[src/rtl/keylock_seq_ctrl_pkg.sv]
// Shared constants, state encoding and helpers for the CLE204 key-lock sequencer.
// Optional feature macro: KEYSEQ_PARITY_EN (adds an odd-parity bit to the serial read).
package keylock_pkg;

   localparam int SEQ_LEN       = 4;
   localparam int DATA_BITS     = 8;
   localparam int STROBE_CYCLES = 2;
   localparam int GAP_CYCLES    = 1;

`ifdef KEYSEQ_PARITY_EN
   localparam int RD_BITS = DATA_BITS + 1;
`else
   localparam int RD_BITS = DATA_BITS;
`endif

   localparam int STEP_W = $clog2((SEQ_LEN > DATA_BITS + 1) ? SEQ_LEN : DATA_BITS + 1);
   localparam int PIDX_W = $clog2(SEQ_LEN);
   localparam int DIDX_W = $clog2(DATA_BITS);

   typedef enum logic [2:0] {
      ST_IDLE,
      ST_ARB,
      ST_UNLOCK,
      ST_READ,
      ST_RELOCK,
      ST_RESP
   } state_t;

   localparam logic [3:0] KEY_PATTERN [2][SEQ_LEN] = '{
      '{4'h3, 4'hA, 4'h5, 4'hC},
      '{4'h6, 4'h9, 4'h1, 4'hE}
   };
   localparam logic [3:0] KEY_READ_NIB = 4'h7;
   localparam logic [3:0] RELOCK_NIB   = 4'hF;

   function automatic logic [3:0] key_nib(input logic id, input logic [PIDX_W-1:0] idx);
      return KEY_PATTERN[id][idx];
   endfunction

   function automatic logic odd_par(input logic [DATA_BITS-1:0] d);
      return ~(^d);
   endfunction

   function automatic int rsp_latency();
      return (SEQ_LEN + RD_BITS + 1) * (STROBE_CYCLES + GAP_CYCLES) + 1;
   endfunction

endpackage

[src/rtl/keylock_seq_ctrl_if.sv]
// Request/response handshake bundle between the bus master mux and keylock_seq_ctrl.
interface keylock_seq_ctrl_if;
   import keylock_pkg::*;

   logic [1:0]           req_valid;
   logic [1:0]           req_ready;
   logic                 rsp_valid;
   logic                 rsp_ready;
   logic                 rsp_id;
   logic [DATA_BITS-1:0] rsp_data;
   logic                 rsp_err;

   modport master (
      output req_valid, rsp_ready,
      input  req_ready, rsp_valid, rsp_id, rsp_data, rsp_err
   );

   modport slave (
      input  req_valid, rsp_ready,
      output req_ready, rsp_valid, rsp_id, rsp_data, rsp_err
   );

endinterface

[src/rtl/keylock_seq_ctrl_bus_access.sv]
// One GAL window access: sser_n low for STROBE_CYCLES, then high for GAP_CYCLES.
// A start during the final gap clock chains the next access back-to-back.
module keylock_bus_access #(
   parameter int STROBE_CYCLES = 2,
   parameter int GAP_CYCLES    = 1
) (
   input  logic clk,
   input  logic rst,
   input  logic i_start,
   output logic o_sser_n,
   output logic o_busy,
   output logic o_sample_now,
   output logic o_done
);

   localparam int CNT_W = $clog2(((STROBE_CYCLES > GAP_CYCLES) ? STROBE_CYCLES : GAP_CYCLES) + 1);
   localparam logic [CNT_W-1:0] STROBE_LAST = CNT_W'(STROBE_CYCLES - 1);
   localparam logic [CNT_W-1:0] GAP_LAST    = CNT_W'(GAP_CYCLES - 1);

   logic             r_busy;
   logic             r_in_gap;
   logic [CNT_W-1:0] r_cnt;
   logic             r_sser_n;

   assign o_sample_now = r_busy && !r_in_gap && (r_cnt == STROBE_LAST);
   assign o_done       = r_busy &&  r_in_gap && (r_cnt == GAP_LAST);
   assign o_busy       = r_busy;
   assign o_sser_n     = r_sser_n;

   always_ff @(posedge clk) begin
      if (rst) begin
         r_busy   <= 1'b0;
         r_in_gap <= 1'b0;
         r_cnt    <= '0;
         r_sser_n <= 1'b1;
      end else if (i_start && (!r_busy || o_done)) begin
         r_busy   <= 1'b1;
         r_in_gap <= 1'b0;
         r_cnt    <= '0;
         r_sser_n <= 1'b0;
      end else if (r_busy) begin
         if (!r_in_gap) begin
            if (r_cnt == STROBE_LAST) begin
               r_in_gap <= 1'b1;
               r_cnt    <= '0;
               r_sser_n <= 1'b1;
            end else begin
               r_cnt <= r_cnt + CNT_W'(1);
            end
         end else begin
            if (r_cnt == GAP_LAST) begin
               r_busy   <= 1'b0;
               r_in_gap <= 1'b0;
               r_cnt    <= '0;
            end else begin
               r_cnt <= r_cnt + CNT_W'(1);
            end
         end
      end
   end

endmodule

[src/rtl/keylock_seq_ctrl.sv]
// Key-lock window sequencer: arbitrates two requesters, replays the unlock nibbles,
// reads the serial word from SDRD and relocks. Optional macro: KEYSEQ_PARITY_EN.
module keylock_seq_ctrl
   import keylock_pkg::*;
(
   input  logic                clk,
   input  logic                rst,
   keylock_seq_ctrl_if.slave   bus,
   output logic                sser_n,
   output logic [3:0]          ba,
   input  logic                sdrd
);

   typedef logic [STEP_W-1:0] step_t;
   localparam step_t SEQ_LAST = step_t'(SEQ_LEN - 1);
   localparam step_t RD_LAST  = step_t'(RD_BITS - 1);

   state_t               r_state;
   state_t               w_state_nxt;
   logic                 w_start_req;
   logic                 w_start;
   logic                 w_busy;
   logic                 w_sample_now;
   logic                 w_done;
   logic                 w_grant;
   step_t                r_step;
   step_t                w_step_inc;
   logic                 r_last_grant;
   logic [1:0]           r_req_ready;
   logic                 r_rsp_valid;
   logic                 r_rsp_id;
   logic [DATA_BITS-1:0] r_rsp_data;
   logic                 r_rsp_err;
   logic [3:0]           r_ba;
   logic                 r_sdrd;

   assign w_grant    = (bus.req_valid == 2'b11) ? ~r_last_grant : bus.req_valid[1];
   assign w_step_inc = r_step + step_t'(1);
   assign w_start    = w_start_req && (!w_busy || w_done);

   keylock_bus_access #(
      .STROBE_CYCLES (STROBE_CYCLES),
      .GAP_CYCLES    (GAP_CYCLES)
   ) u_access (
      .clk          (clk),
      .rst          (rst),
      .i_start      (w_start),
      .o_sser_n     (sser_n),
      .o_busy       (w_busy),
      .o_sample_now (w_sample_now),
      .o_done       (w_done)
   );

   always_ff @(posedge clk) begin
      if (rst) r_state <= ST_IDLE;
      else     r_state <= w_state_nxt;
   end

   always_comb begin
      w_state_nxt = r_state;
      w_start_req = 1'b0;
      case (r_state)
         ST_IDLE:   if (|bus.req_valid) w_state_nxt = ST_ARB;
         ST_ARB: begin
            w_start_req = 1'b1;
            w_state_nxt = ST_UNLOCK;
         end
         ST_UNLOCK: begin
            if (w_done) begin
               w_start_req = 1'b1;
               if (r_step == SEQ_LAST) w_state_nxt = ST_READ;
            end
         end
         ST_READ: begin
            if (w_done) begin
               w_start_req = 1'b1;
               if (r_step == RD_LAST) w_state_nxt = ST_RELOCK;
            end
         end
         ST_RELOCK: if (w_done) w_state_nxt = ST_RESP;
         ST_RESP:   if (r_rsp_valid && bus.rsp_ready) w_state_nxt = ST_IDLE;
         default:   w_state_nxt = ST_IDLE;
      endcase
   end

   // ba for the next access is loaded as the current strobe ends, so it is settled for the whole gap.
   always_ff @(posedge clk) begin
      if (rst) begin
         r_last_grant <= 1'b1;
         r_req_ready  <= 2'b00;
         r_rsp_valid  <= 1'b0;
         r_rsp_id     <= 1'b0;
         r_rsp_data   <= '0;
         r_rsp_err    <= 1'b0;
         r_ba         <= RELOCK_NIB;
         r_step       <= '0;
         r_sdrd       <= 1'b0;
      end else begin
         r_sdrd      <= sdrd;
         r_req_ready <= 2'b00;
         case (r_state)
            ST_IDLE: begin
               if (|bus.req_valid) begin
                  r_req_ready  <= w_grant ? 2'b10 : 2'b01;
                  r_rsp_id     <= w_grant;
                  r_last_grant <= w_grant;
                  r_ba         <= key_nib(w_grant, '0);
                  r_rsp_data   <= '0;
                  r_rsp_err    <= 1'b0;
                  r_step       <= '0;
               end
            end
            ST_UNLOCK: begin
               if (w_sample_now)
                  r_ba <= (r_step == SEQ_LAST) ? KEY_READ_NIB : key_nib(r_rsp_id, w_step_inc[PIDX_W-1:0]);
               if (w_done) r_step <= (r_step == SEQ_LAST) ? '0 : w_step_inc;
            end
            ST_READ: begin
               if (w_sample_now) begin
                  if (r_step < step_t'(DATA_BITS))
                     r_rsp_data[r_step[DIDX_W-1:0]] <= r_sdrd;
`ifdef KEYSEQ_PARITY_EN
                  else
                     r_rsp_err <= (r_sdrd != odd_par(r_rsp_data));
`endif
                  r_ba <= (r_step == RD_LAST) ? RELOCK_NIB : KEY_READ_NIB;
               end
               if (w_done) r_step <= (r_step == RD_LAST) ? '0 : w_step_inc;
            end
            ST_RELOCK: if (w_done) r_rsp_valid <= 1'b1;
            ST_RESP:   if (r_rsp_valid && bus.rsp_ready) r_rsp_valid <= 1'b0;
            default:   r_rsp_valid <= 1'b0;
         endcase
      end
   end

   assign bus.req_ready = r_req_ready;
   assign bus.rsp_valid = r_rsp_valid;
   assign bus.rsp_id    = r_rsp_id;
   assign bus.rsp_data  = r_rsp_data;
   assign bus.rsp_err   = r_rsp_err;
   assign ba            = r_ba;

endmodule
[src/flat_wrapper.sv]
// flat-port wrapper written by rule: the top's interface ports become plain ports
module keylock_seq_ctrl_flat import keylock_pkg::*;
  (clk, rst, sser_n, ba, sdrd, bus_req_valid, bus_rsp_ready, bus_req_ready, bus_rsp_valid, bus_rsp_id, bus_rsp_data, bus_rsp_err);
  keylock_seq_ctrl_if bus_i ();
  input  logic clk;
  input  logic rst;
  output logic sser_n;
  output logic [3:0] ba;
  input  logic sdrd;
  input wire logic [$bits(bus_i.req_valid)-1:0] bus_req_valid;
  input wire logic [$bits(bus_i.rsp_ready)-1:0] bus_rsp_ready;
  output wire logic [$bits(bus_i.req_ready)-1:0] bus_req_ready;
  output wire logic [$bits(bus_i.rsp_valid)-1:0] bus_rsp_valid;
  output wire logic [$bits(bus_i.rsp_id)-1:0] bus_rsp_id;
  output wire logic [$bits(bus_i.rsp_data)-1:0] bus_rsp_data;
  output wire logic [$bits(bus_i.rsp_err)-1:0] bus_rsp_err;
  assign bus_i.req_valid = bus_req_valid;
  assign bus_i.rsp_ready = bus_rsp_ready;
  assign bus_req_ready = bus_i.req_ready;
  assign bus_rsp_valid = bus_i.rsp_valid;
  assign bus_rsp_id = bus_i.rsp_id;
  assign bus_rsp_data = bus_i.rsp_data;
  assign bus_rsp_err = bus_i.rsp_err;
  keylock_seq_ctrl u_core (.clk(clk), .rst(rst), .bus(bus_i), .sser_n(sser_n), .ba(ba), .sdrd(sdrd));
endmodule
[config.mk]
export PLATFORM = sky130hd
export DESIGN_NAME = keylock_seq_ctrl_flat
export DESIGN_NICKNAME = d
export VERILOG_FILES = /design/src/rtl/keylock_seq_ctrl_pkg.sv /design/src/rtl/keylock_seq_ctrl_if.sv /design/src/rtl/keylock_seq_ctrl_bus_access.sv /design/src/rtl/keylock_seq_ctrl.sv /design/src/flat_wrapper.sv
export SDC_FILE = /design/constraint.sdc
export NUM_CORES = 1
export LEC_CHECK = 0
export CORE_ASPECT_RATIO = 1.5
export CORE_MARGIN = 2
export CORE_UTILIZATION = 65
export DETAILED_ROUTE_END_ITERATION = 10
export DONT_BUFFER_PORTS = 1
export GPL_TIMING_DRIVEN = 0
export PLACE_DENSITY_LB_ADDON = 0.08
export SYNTH_ARGS = -nofsm -noshare
export SYNTH_HDL_FRONTEND = slang
export SYNTH_SLANG_ARGS = --single-unit
[constraint.sdc]
create_clock -name clk -period 4.14 [get_ports clk]
set_input_delay 0.207 -clock clk [delete_from_list [all_inputs] [get_ports clk]]
set_output_delay 0.207 -clock clk [all_outputs]
set_load 0.01 [all_outputs]
==> reports/qor.csv <==
stage,metric,value,unit
timing,grt_setup_unrepaired,false,
timing,setup_viol,0,
timing,slew_violations,0,
critical_path,r2r_start,u_core.u_access.r_cnt[1],
detailed_routing,drt_iter0_markers,35,
place,hpwl,2.73,mm
power,power_switching,0.374,mW
synth,synth_warnings,0,
power,pwr_density_cell,545,nW/um^2
hold_path,hp-class,input pin to register,
timing,fmaxAchievable,540,MHz
synth,async_reset_ff_share,0,%
layout,fillCellCount,186,
clock_tree,clock-sinks,30,
critical_path,worstPathArrival,2.10,ns
layout,num_antenna_cells,0,
synth,synth_nets,204,
global_route,antenna_found_initial,0,
layout,synthToLayoutAreaGrowth,5.89,%
synth,synth_top_area_share,37.2,%
critical_path,crit_path_max_fanout,4,
outcome,status,"finished, final reports clean",
timing,timing.setup.tns,0,ns
critical_path,crit_chain,inv_1 > ha_1 > and4b_1 > nor4b_1 > nand2_1 > o31ai_1,
detailed_routing,route.detailed.wl_per_inst,16.6,um
power,p_sw_share,40.1,%
clock_tree,cts_buffers,5,
clock_tree,cts_resized,0,
synth,synth_edf_count,0,
timing,fin_skew,0.00987,ns
layout,nets,213,
clock_tree,clockRootBuffer,clkbuf_4,
clock_tree,postCtsSetupBuffers,0,
floorplanning,rows,22,
power,vdd_drop_max,0.362,mV
timing,tightestPinTransition,0.680,ns
clock_tree,cts_tree,done,
power,pwr-share-comb,40.4,%
global_route,grt_pass1_vias,1413,
synth,ys_seq_elements,30,
run,cap_viol_max_count,0,
critical_path,cp_slowest_stage_delay,0.42,ns
global_route,grt-ovfl-total,0,
place,place_ws,2.29,ns
timing,period_share,44.7,%
layout,seq_area,601,um^2
critical_path,crit_required,4.39,ns
floorplanning,io_pins,24,
floorplanning,die_h,65.0,um
detailed_routing,dr.pass1.iters,4,
synth,yosysSeqAreaShare,37.2,%
global_route,grt_max_degree,11,
floorplanning,start_util,67.4,%
detailed_routing,wl,3.78,mm
place,placedCellCount,218,
timing,slew_headroom,54.7,%
clock_tree,clkTransAtPathRegs,0.08,ns
timing,finalHoldViolations,0,
floorplanning,die_w,44.7,um
floorplanning,die_area,2910,um^2
critical_path,cp-end-kind,register,
floorplanning,core-area,2390,um^2
critical_path,worst_path_max_delay_cell,nor4b_1,
global_route,grt_pass1_wl,6.50,mm
layout,multi_input_area,905,um^2
layout,utilization,71.4,%
critical_path,crit_path_start,u_core.u_access.r_cnt[1],
global_route,grt_util_all_layers,30.5,%
timing,min_period,1.85,ns
critical_path,cp-start-kind,register,
detailed_routing,vias,1500,
synth,ys_top_cells_by_area,"dfxtp_1, a21oi_1, o21ai_0, o211ai_1, nand2_1",
timing,setup_ws,2.29,ns
synth,syn_area,1610,um^2
synth,synth_top_cell_by_area,dfxtp_1,
layout,fin_cells,227,
detailed_routing,drtAntennaViolNets,0,
synth,synth_cell_types,50,
clock_tree,htreeDepth,2,
layout,drive_gt1_share,7.88,%
clock_tree,insertion_delay,0.34,ns
synth,postSynthCellCount,194,
power,seqPwrFrac,42.1,%
detailed_routing,drc,0,
synth,synth_area_per_cell,8.32,um^2
synth,ys.flop_type,dfxtp_1,
power,clkPwrFrac,17.5,%
power,intPower,0.558,mW
place,io_buffers,0,
clock_tree,cts.path.max_buffers,2,
critical_path,criticalPathCategory,register to register,
power,leakagePower,0.604,nW
detailed_routing,viasPerCell,6.61,
hold_path,hold_start,rst,
place,routabilityCongestion,0.936,
[path summary, 6_finish.rpt]
kind                                            endpoint  slack [ns]  cells past startpoint
worst max-delay path              u_core.bus.rsp_data[0]        2.29                      6
worst min-delay path                   u_core.r_state[0]        0.05                      3
worst max register to register    u_core.bus.rsp_data[0]        2.29                      6
worst min register to register  u_core.u_access.r_cnt[1]        0.52                      2
[through the flow]
stage / area (um^2) / hold slack (ns) / power (mW)
after floorplan: 1610 / 0.335 / 0.690
after global placement: 1640 / 0.336 / 0.754
after detailed placement: 1640 / 0.341 / 0.769
after CTS: 1710 / 0.0318 / 0.935
after global routing: 1710 / 0.0523 / 1.01
final: 1710 / 0.0492 / 0.932
[worst max-delay path, delay by kind of cell, from the launching register on]
family / cells / cell delay [ns]
and+or+nand+nor: 3 / 0.87
DFF: 1 / 0.34
AOI/OAI and AO/OA: 1 / 0.23
adders and majority gates: 1 / 0.20
buffers and inverters: 1 / 0.12
[kinds of logic after synthesis]
kind of cell,after synthesis,synth area share [%]
flops,30,37.2
fa+ha+maj,4,3.10
other cells,1,0.232
compound gates,70,29.5
mux,2,1.24
buf+inv,23,6.74
xor+xnor,3,1.63
simple gates,61,20.4
[cells in the mapped netlist (all sizes together) (2+ instances only)]
| cell type | count |
|---|---|
| o21ba | 2 |
| xnor2 | 2 |
| nor2b | 4 |
| o21ai | 18 |
| nand2 | 15 |
| nand3 | 6 |
| o211ai | 8 |
| clkbuf | 6 |
| a22oi | 2 |
| nor2 | 12 |
| o31ai | 3 |
| a211oi | 3 |
| o311ai | 5 |
| mux2i | 2 |
| nor3 | 3 |
| nand2b | 6 |
| inv | 9 |
| nor3b | 2 |
| or2 | 3 |
| ha | 4 |
| buf | 7 |
| a31oi | 6 |
| or3 | 2 |
| or4 | 2 |
| dfxtp | 30 |
| a21oi | 13 |
[flip-flops by register name, indices dropped and copies added (netlist names), named ones only]
signal                    flops
u_core.bus.rsp_data           8
u_core.ba                     4
u_core.r_step                 4
u_core.r_state                3
u_core.bus.req_ready          2
u_core.u_access.r_cnt         2
u_core.bus.rsp_id             1
u_core.bus.rsp_valid          1
u_core.r_last_grant           1
u_core.r_sdrd                 1
u_core.u_access.o_busy        1
u_core.u_access.o_sser_n      1
[power by group through the flow]
stage | clock network [mW] | registers, mW | logic, mW
2_1_floorplan | 0 | 0.388 | 0.301
3_3_place_gp | 0 | 0.397 | 0.358
3_5_place_dp | 0 | 0.400 | 0.369
4_1_cts | 0.168 | 0.393 | 0.374
5_1_grt | 0.184 | 0.402 | 0.426
6_report | 0.163 | 0.393 | 0.377
[repair_timing]
action,in CTS,in global routing
setup endpoints to repair,0,0
hold buffers,2,0
endpoints found under the hold margin,2,0
[metal layers]
layer | track usage (%) | vias to the layer above | wire, um
li1 | - | 734 | -
met1 | 35.1 | 694 | 1460
met2 | 50.0 | 55 | 1980
met3 | 6.96 | 17 | 215
met4 | 16.7 | 0 | 120
met5 | 0 | - | 0
[area by class of cell]
class | count | share of cell area, %
multi-input cells | 141 | 52.9
flip-flops and latches | 30 | 35.1
plain buffers | 13 | 4.17
clock buffers | 7 | 2.64
inverters | 10 | 2.20
well taps | 24 | 1.76
repair buffers | 2 | 1.17
[placed cells by master (no fill, tap or decap), types with 3 or more instances in the layout]
| master | count |
|---|---|
| nand2_1 | 15 |
| a31oi_1 | 6 |
| nand3_1 | 6 |
| buf_2 | 3 |
| or2_1 | 3 |
| o31ai_1 | 3 |
| o21ai_1 | 6 |
| dfxtp_1 | 30 |
| a211oi_1 | 3 |
| o311ai_1 | 4 |
| o211ai_1 | 8 |
| nor2_1 | 12 |
| nor2b_1 | 4 |
| clkbuf_1 | 8 |
| clkbuf_4 | 5 |
| a21oi_1 | 13 |
| nand2b_1 | 5 |
| ha_1 | 4 |
| buf_4 | 3 |
| o21ai_0 | 12 |
| inv_1 | 9 |
| nor3_1 | 3 |
(Power assumes the default switching activity.)
